### src/rtl/note_env_ctrl.sv
// Note-lifecycle sequencer: gates and clears the phase accumulator, runs a linear
// attack/release envelope, and scales each synth sample around PWM mid-scale.
module note_env_ctrl #(
    parameter int DATA_W = 12,
    parameter int ENV_W  = 12,
    parameter int STEP_W = 12
) (
    input  logic              clk,
    input  logic              rst,
    input  logic              synth_reset,
    input  logic              note_start,
    input  logic              note_release,
    input  logic              note_reset,
    input  logic [STEP_W-1:0] attack_step,
    input  logic [STEP_W-1:0] release_step,
    input  logic [DATA_W-1:0] sample_in,
    input  logic              sample_in_valid,
    output logic [DATA_W-1:0] sample_out,
    output logic              sample_out_valid,
    output logic              accum_en,
    output logic              accum_clear,
    output logic [ENV_W-1:0]  env_level,
    output logic              note_active,
    output logic              note_finished,
    output logic [2:0]        state_dbg
);

    typedef enum logic [2:0] {
        S_IDLE    = 3'd0,
        S_ATTACK  = 3'd1,
        S_SUSTAIN = 3'd2,
        S_RELEASE = 3'd3,
        S_DONE    = 3'd4
    } state_t;

    localparam int SUM_W  = ((ENV_W > STEP_W) ? ENV_W : STEP_W) + 1;
    localparam int PROD_W = DATA_W + ENV_W + 2;

    localparam logic [ENV_W-1:0]  ENV_MAX = {ENV_W{1'b1}};
    localparam logic [DATA_W-1:0] MID     = {1'b1, {(DATA_W-1){1'b0}}};
    localparam logic [DATA_W-1:0] CODE_MAX = {DATA_W{1'b1}};
    localparam logic signed [PROD_W-1:0] MID_S = {{(PROD_W-DATA_W){1'b0}}, MID};
    localparam logic signed [PROD_W-1:0] CODE_MAX_S = {{(PROD_W-DATA_W){1'b0}}, CODE_MAX};

    state_t            state, state_next;
    logic [ENV_W-1:0]  env_next;
    logic              finished_next;
    logic              clear_next;
    logic              in_note;

    logic [SUM_W-1:0]  env_ext;
    logic [SUM_W-1:0]  atk_ext;
    logic [SUM_W-1:0]  rel_ext;
    logic [SUM_W-1:0]  atk_sum;
    logic [SUM_W-1:0]  rel_diff;

    // Valid/ready: there is no back-pressure. sample_in_valid marks a sample
    // accepted this cycle; sample_out_valid marks the scaled result exactly one
    // cycle later and must be consumed on that cycle.

    always_ff @(posedge clk) begin
        if (rst) begin
            state         <= S_IDLE;
            env_level     <= '0;
            note_finished <= 1'b0;
            accum_clear   <= 1'b0;
        end else begin
            state         <= state_next;
            env_level     <= env_next;
            note_finished <= finished_next;
            accum_clear   <= clear_next;
        end
    end

    always_comb begin
        in_note  = (state == S_ATTACK) || (state == S_SUSTAIN) || (state == S_RELEASE);
        env_ext  = SUM_W'(env_level);
        atk_ext  = SUM_W'(attack_step);
        rel_ext  = SUM_W'(release_step);
        atk_sum  = env_ext + atk_ext;
        rel_diff = env_ext - rel_ext;
    end

    // Only the highest-priority strobe that actually acts is honoured; the
    // envelope advances only on accepted samples when no strobe acted.
    always_comb begin
        state_next    = state;
        env_next      = env_level;
        finished_next = note_finished;
        clear_next    = 1'b0;
        if (synth_reset || note_reset) begin
            state_next    = S_IDLE;
            env_next      = '0;
            finished_next = 1'b0;
            clear_next    = 1'b1;
        end else if (note_start) begin
            state_next    = S_ATTACK;
            finished_next = 1'b0;
            if (!in_note) begin
                env_next   = '0;
                clear_next = 1'b1;
            end
        end else if (note_release && ((state == S_ATTACK) || (state == S_SUSTAIN))) begin
            state_next = S_RELEASE;
        end else if (sample_in_valid) begin
            case (state)
                S_ATTACK: begin
                    if (atk_sum >= SUM_W'(ENV_MAX)) begin
                        env_next   = ENV_MAX;
                        state_next = S_SUSTAIN;
                    end else begin
                        env_next = atk_sum[ENV_W-1:0];
                    end
                end
                S_RELEASE: begin
                    if (env_ext <= rel_ext) begin
                        env_next      = '0;
                        state_next    = S_DONE;
                        finished_next = 1'b1;
                    end else begin
                        env_next = rel_diff[ENV_W-1:0];
                    end
                end
                default: ;
            endcase
        end
    end

    always_comb begin
        accum_en    = (state == S_ATTACK) || (state == S_SUSTAIN) || (state == S_RELEASE);
        note_active = accum_en;
        state_dbg   = state;
    end

    logic signed [DATA_W:0]   diff;
    logic signed [PROD_W-1:0] diff_ext;
    logic signed [PROD_W-1:0] env_s;
    logic signed [PROD_W-1:0] prod;
    logic signed [PROD_W-1:0] shifted;
    logic signed [PROD_W-1:0] scaled_sum;
    logic [DATA_W-1:0]        scaled;
    logic [DATA_W-1:0]        sample_next;

    // Scaling uses the envelope as it stands before this cycle's update; the
    // arithmetic shift floors negative offsets toward the bottom rail.
    always_comb begin
        diff       = $signed({1'b0, sample_in}) - $signed({1'b0, MID});
        diff_ext   = {{(PROD_W-DATA_W-1){diff[DATA_W]}}, diff};
        env_s      = {{(PROD_W-ENV_W){1'b0}}, env_level};
        prod       = diff_ext * env_s;
        shifted    = prod >>> ENV_W;
        scaled_sum = MID_S + shifted;
        if (scaled_sum < 0) begin
            scaled = '0;
        end else if (scaled_sum > CODE_MAX_S) begin
            scaled = CODE_MAX;
        end else begin
            scaled = scaled_sum[DATA_W-1:0];
        end

        if (!in_note || (env_level == '0)) begin
            sample_next = MID;
        end else if (env_level == ENV_MAX) begin
            sample_next = sample_in;
        end else begin
            sample_next = scaled;
        end
    end

    always_ff @(posedge clk) begin
        if (rst || synth_reset) begin
            sample_out       <= MID;
            sample_out_valid <= 1'b0;
        end else begin
            sample_out       <= sample_next;
            sample_out_valid <= sample_in_valid;
        end
    end

endmodule

### config.mk
export PLATFORM = sky130hd
export DESIGN_NAME = note_env_ctrl
export DESIGN_NICKNAME = d
export VERILOG_FILES = /design/src/rtl/note_env_ctrl.sv
export SDC_FILE = /design/constraint.sdc
export NUM_CORES = 1
export LEC_CHECK = 0
export CAP_MARGIN = 25
export CORE_MARGIN = 1.5
export CORE_UTILIZATION = 30
export DETAILED_ROUTE_END_ITERATION = 8
export GPL_TIMING_DRIVEN = 0
export PLACE_DENSITY_LB_ADDON = 0.08
export SYNTH_ARGS = -nofsm -noshare
export SYNTH_HDL_FRONTEND = slang
export SYNTH_SLANG_ARGS = --single-unit
### constraint.sdc
create_clock -name clk -period 8.4 [get_ports clk]
set_input_delay 1.68 -clock clk [delete_from_list [all_inputs] [get_ports clk]]
set_output_delay 1.68 -clock clk [all_outputs]
set_load 0.01 [all_outputs]
Word level (Yosys, flattened, before mapping)
Index checks and enable logic that the tools add are counted.
{"block": "classes", "add_sub_neg": 4, "multipliers": 1, "order_cmp": 4, "n_eq_ne": 12, "mux": 19, "bitwise": 1, "n_reduce_logical": 24}
{"cell": "2-to-1 mux 12 bit", "count": 9}
{"cell": "multiplier 13 x 13 -> 26 bit", "count": 1}
{"cell": "case mux 12 bit (2 select lines)", "count": 1}
{"cell": "AND reduction 4 bit", "count": 5}
{"cell": "adder 13 x 14 -> 15 bit (first input constant)", "count": 1}
{"cell": "> comparator 15 x 13 -> 1 bit (second input constant)", "count": 1}
{"cell": "< comparator 15 x 1 -> 1 bit (second input constant)", "count": 1}
{"cell": "adder 12 x 12 -> 13 bit", "count": 1}
{"cell": "greater-or-equal comparator 13 x 12 -> 1 bit (second input constant)", "count": 1}
{"cell": "subtractor 12 x 12 -> 13 bit (second input constant)", "count": 1}
{"cell": "== test 12 bit (second input constant)", "count": 1}
{"cell": "less-or-equal comparator 12 bit", "count": 1}
{"cell": "zero test 12 bit", "count": 1}
{"cell": "subtractor 12 bit", "count": 1}
{"cell": "nonzero test 3 bit", "count": 3}
{"cell": "== test 3 x 2 -> 1 bit (second input constant)", "count": 2}
{"cell": "2-to-1 mux 3 bit", "count": 2}
{"cell": "inequality test 2 bit (second input constant)", "count": 3}
{"cell": "case mux 3 bit (2 select lines)", "count": 1}
{"cell": "nonzero test 2 bit", "count": 3}
{"cell": "logical OR 1 bit", "count": 5}
{"cell": "2-to-1 mux 1 bit", "count": 4}
{"cell": "2-to-1 mux 2 bit", "count": 2}
{"cell": "inequality test 4 x 2 -> 1 bit (second input constant)", "count": 1}
{"cell": "12 further kinds", "count": 13}
{"block": "totals", "register_bits": 30, "word_cells": 73}

Logic depth before layout (Yosys ltp)
{"block": "depth", "ltp_word": 7, "mapped_depth": 29, "depth_no_buf": 28}

Least setup slack after synthesis
No wires, ideal clock.
{"block": "synth_path", "kind": "input to register", "start": "input sample_in[11]", "end": "register sample_out[0]", "setup_time_ps": 69, "t_arrival_ps": 7588, "required_time_ps": 8331, "slack_ps": 743, "stages": 27, "n_path_buf": 1, "path_cell_list": "inv_1 clkbuf_1 nand2_1 fa_1 fa_1 inv_1 fa_1 fa_1 inv_1 fa_1 inv_1 ha_1 nand2_1 nor2_1 a31oi_2 o41ai_4 o21a_2 nor2_1 xnor2_1 inv_1 ha_1 nand2_1 nor4b_4 nand4_2 o31ai_2 o31ai_4 o21ai_1"}
{"block": "synth_between", "elab_chain_cells": 7, "elab_cells_between_ends": 8, "classes_between": "add/sub (2); mul (1); order compare (2); mux (3)"}
{"element": "from (decl)", "line": "16", "text": "input logic [DATA_W-1:0] sample_in,"}
{"element": "subtractor 12 x 12 -> 13 bit *", "line": "147", "text": "diff = $signed({1'b0, sample_in}) - $signed({1'b0, MID});"}
{"element": "multiplier 13 x 13 -> 26 bit *", "line": "150", "text": "prod = diff_ext * env_s;"}
{"element": "adder 13 x 14 -> 15 bit *", "line": "152", "text": "scaled_sum = MID_S + shifted;"}
{"element": "> comparator 15 x 13 -> 1 bit", "line": "155", "text": "end else if (scaled_sum > CODE_MAX_S) begin"}
{"element": "2-to-1 mux 12 bit", "line": "155"}
{"element": "2-to-1 mux 12 bit *", "line": "153", "text": "if (scaled_sum < 0) begin"}
{"element": "2-to-1 mux 12 bit *", "line": "163", "text": "end else if (env_level == ENV_MAX) begin"}
{"element": "to (signal assigned)", "line": "175", "text": "sample_out <= sample_next;"}
{"element": "to (decl)", "line": "18", "text": "output logic [DATA_W-1:0] sample_out,"}
Mark *: on every way between the ends. The rest lies on a longest branch, timed or not.
A chain may end at the register's enable or synchronous reset.

Worst setup path after layout
{"block": "layout_path", "start": "input sample_in[4]", "end": "register sample_out[5]"}
The elaborated chain is that of the path after synthesis.

==> results.json <==
{
  "grt_pass1_vias": 7325,
  "critical_path_class": "in -> reg",
  "drive_above_1_share_pct": 7.01,
  "p_seq_share_pct": 35.0,
  "crit_arrival_ns": 8.18,
  "synth_area_leaders": "fa_1 34%, ha_1 12%, inv_1 11%",
  "synth_seq_cells": 30,
  "power.switching_w": 0.000115,
  "grtUsageTotal_pct": 17.5,
  "numPlacedInstances": 1461,
  "drc": 0,
  "drt-total-wl_um": 23500,
  "ys_top_cells_by_count": "253 x inv_1, 142 x fa_1, 104 x nand2_1",
  "finalMaxSlewViolations": 0,
  "hold_viol": 0,
  "syn_to_final_growth_pct": 18.5,
  "grt_pass1_wl_um": 39400,
  "globalplace.congestion": 0.788,
  "yosysUniqueCellTypes": 69,
  "drtPass1Iterations": 4,
  "grt_antenna_before_repair": 0,
  "fin_crit_sh_pct": 94.7,
  "drv_cap": 0,
  "cp_max_fo": 10,
  "synth-edff-count": 0,
  "drt_iter0_drc": 285,
  "wire_per_inst_um": 16.0,
  "finalSetupViolations": 0,
  "cts.clk_slew.worst_paths_ns": 0.06,
  "clockBufferDepth": 2,
  "cts.sinks": 30,
  "synth_cells": 1009,
  "relSlewSlack_pct": 52.6,
  "period_minus_slack_ns": 7.96,
  "via_count": 6869,
  "htreeDepth": 2,
  "placementRows": 61,
  "globalRouteOverflowTotal": 0,
  "cts-root-buf": "clkbuf_16",
  "dp_hpwl_um": 20100,
  "synth_ff_type": "dfxtp_1",
  "synth.most_common_cell": "inv_1",
  "synth_warnings": 0,
  "whs_ns": 0.541,
  "dieHeight_um": 171,
  "syn_nets": 1276,
  "fmax_ghz": 0.126,
  "post-route-util_pct": 36.1,
  "worst_ep_required_time_ns": 8.62,
  "die_x_um": 171,
  "avgViaCountPerCell": 4.65,
  "crit_path_end_kind": "register",
  "cp-start-kind": "primary input",
  "skew_ns": 0.0118,
  "start_util_pct": 30.5,
  "yosys.area.top_type_share_pct": 33.6,
  "io_buffers": 74,
  "p_comb_share_pct": 18.7,
  "final_nets": 1364,
  "fillers": 3016,
  "p_int_w": 0.000295,
  "cts_tree": "built",
  "synth_top_cell_by_area": "fa_1",
  "switching_share_pct": 28.1,
  "leakagePower_nw": 5.09,
  "rsz0062_at_grt": "false",
  "clock_latency_ns": 0.29,
  "ir_drop_mv": 0.0627,
  "grt_max_degree": 12,
  "netlist_area_mm2": 0.00846,
  "setup-tns-final_ns": 0,
  "fp.dieArea_mm2": 0.0292,
  "min_path_type": "reg -> reg",
  "insertedDiodeCount": 0,
  "worst_pin_slew_ns": 0.706,
  "ant_nets": 0,
  "syn_area_per_cell_um2": 8.39,
  "ys_seq_area_share_pct": 7.10,
  "io_pins": 75,
  "finalNonFillerCells": 1476,
  "clkPwrFrac_pct": 46.3,
  "numCtsBuffers": 5,
  "powerDensity_mw_per_mm2": 40.9,
  "status": "finished clean",
  "core_mm2": 0.0278,
  "ys_async_sr_fraction_pct": 0
}
[state kept, by name, indices dropped and copies added, names as in the netlist]
signal / flops
note_finished: 1
accum_clear: 1
sample_out: 12
sample_out_valid: 1
state_dbg: 3
env_level: 12
[timing repair]
action | CTS | global route
resized for setup | 41 | 39
cloned | 0 | 1
hold endpoints to repair | 0 | 0
setup buffers | 4 | 2
pin swaps | 5 | 12
endpoints found under the setup margin | 12 | 11
hold buffers | 0 | 0
[power by group through the flow]
stage / Clock (W) / Sequential (W) / Combinational [W]
floorplan: 0 / 0.000147 / 0.0000327
global placement: 0 / 0.000147 / 0.0000759
detailed placement: 0 / 0.000147 / 0.0000753
CTS: 0.000196 / 0.000144 / 0.0000778
global route: 0.000201 / 0.000144 / 0.0000853
finish: 0.000190 / 0.000144 / 0.0000769
[layout by cell type, fill, tap and decap left out, types with 8 or more instances in the layout]
cell,count
o21ai_0,25
xor2_1,19
nor3_1,12
fa_1,138
nand4_1,13
dlymetal6s2s_1,8
buf_4,16
clkdlybuf4s50_1,62
o211ai_1,9
a21oi_1,27
inv_1,250
nand3_1,8
dfxtp_1,30
nor2_1,27
xnor2_1,14
o21ai_1,17
a21o_1,8
a22oi_1,8
nand2_1,103
ha_1,78
and2_1,73
clkbuf_1,17
[worst max-delay path: stages]
cell and delay, ns:
dlymetal6s2s_1 0.20, buf_4 0.22, and2_1 0.18, fa_1 0.59
fa_1 0.45, fa_1 0.54, fa_1 0.55, inv_1 0.05
fa_1 0.52, inv_1 0.04, ha_1 0.36, a21oi_2 0.22
o21ai_1 0.15, a31oi_2 0.27, o41ai_4 0.13, o21a_2 0.25
nor2_1 0.11, xnor2_1 0.10, inv_1 0.07, ha_1 0.13
nand2_1 0.14, nor4b_4 0.33, nand4_4 0.18, o311ai_4 0.38
a21oi_2 0.17, o21ai_1 0.15
[metal layers]
layer  track usage [%]  vias up  part of all wire, %
met1              24.2     3424                   48
li1                  -     3359                    -
met3              1.25       12                  2.1
met2              30.1       74                   48
met4              3.39        0                  1.2
met5                 0        -                    0
[layout make-up]
| cell class | count | area (um2) | share of cell area (%) |
|---|---|---|---|
| timing repair buffer | 80 | 786 | 7.84 |
| multi-input combinational | 693 | 6860 | 68.4 |
| buffer | 33 | 195 | 1.95 |
| clock inverter | 2 | 12.5 | 0.125 |
| tap | 378 | 473 | 4.72 |
| clock buffer | 6 | 139 | 1.39 |
| sequential | 30 | 601 | 5.99 |
| inverter | 254 | 960 | 9.57 |
[kinds of logic after synthesis]
kind of cell / count (synthesis) / synth area share, %
AND/OR/NAND/NOR: 270 / 16.3
flip-flops: 30 / 7.10
XOR/XNOR: 34 / 3.61
buffers and inverters: 287 / 12.8
adder cells (fa/ha/maj): 224 / 45.7
multiplexers: 2 / 0.237
AO/OA/AOI/OAI: 162 / 14.2
[stage by stage]
step           worst slack, ns  area, um2  power [W]
2_1_floorplan            0.743       8460   0.000180
3_3_place_gp            -0.872       9680   0.000223
3_5_place_dp            -0.826       9680   0.000222
4_1_cts                 0.0174       9970   0.000417
5_1_grt                 0.0759      10000   0.000430
6_report                 0.444      10000   0.000411
[path summary, 6_finish.rpt]
| kind | cells past startpoint | slack [ns] | to | from |
|---|---|---|---|---|
| min reg2reg | 2 | 0.54 | note_finished | note_finished |
| max reg2reg | 26 | 1.11 | sample_out[5] | env_level[6] |
| max | 26 | 0.44 | sample_out[5] | sample_in[4] |
| min | 2 | 0.54 | note_finished | note_finished |
No activity file was read; power rests on OpenSTA's default activity.
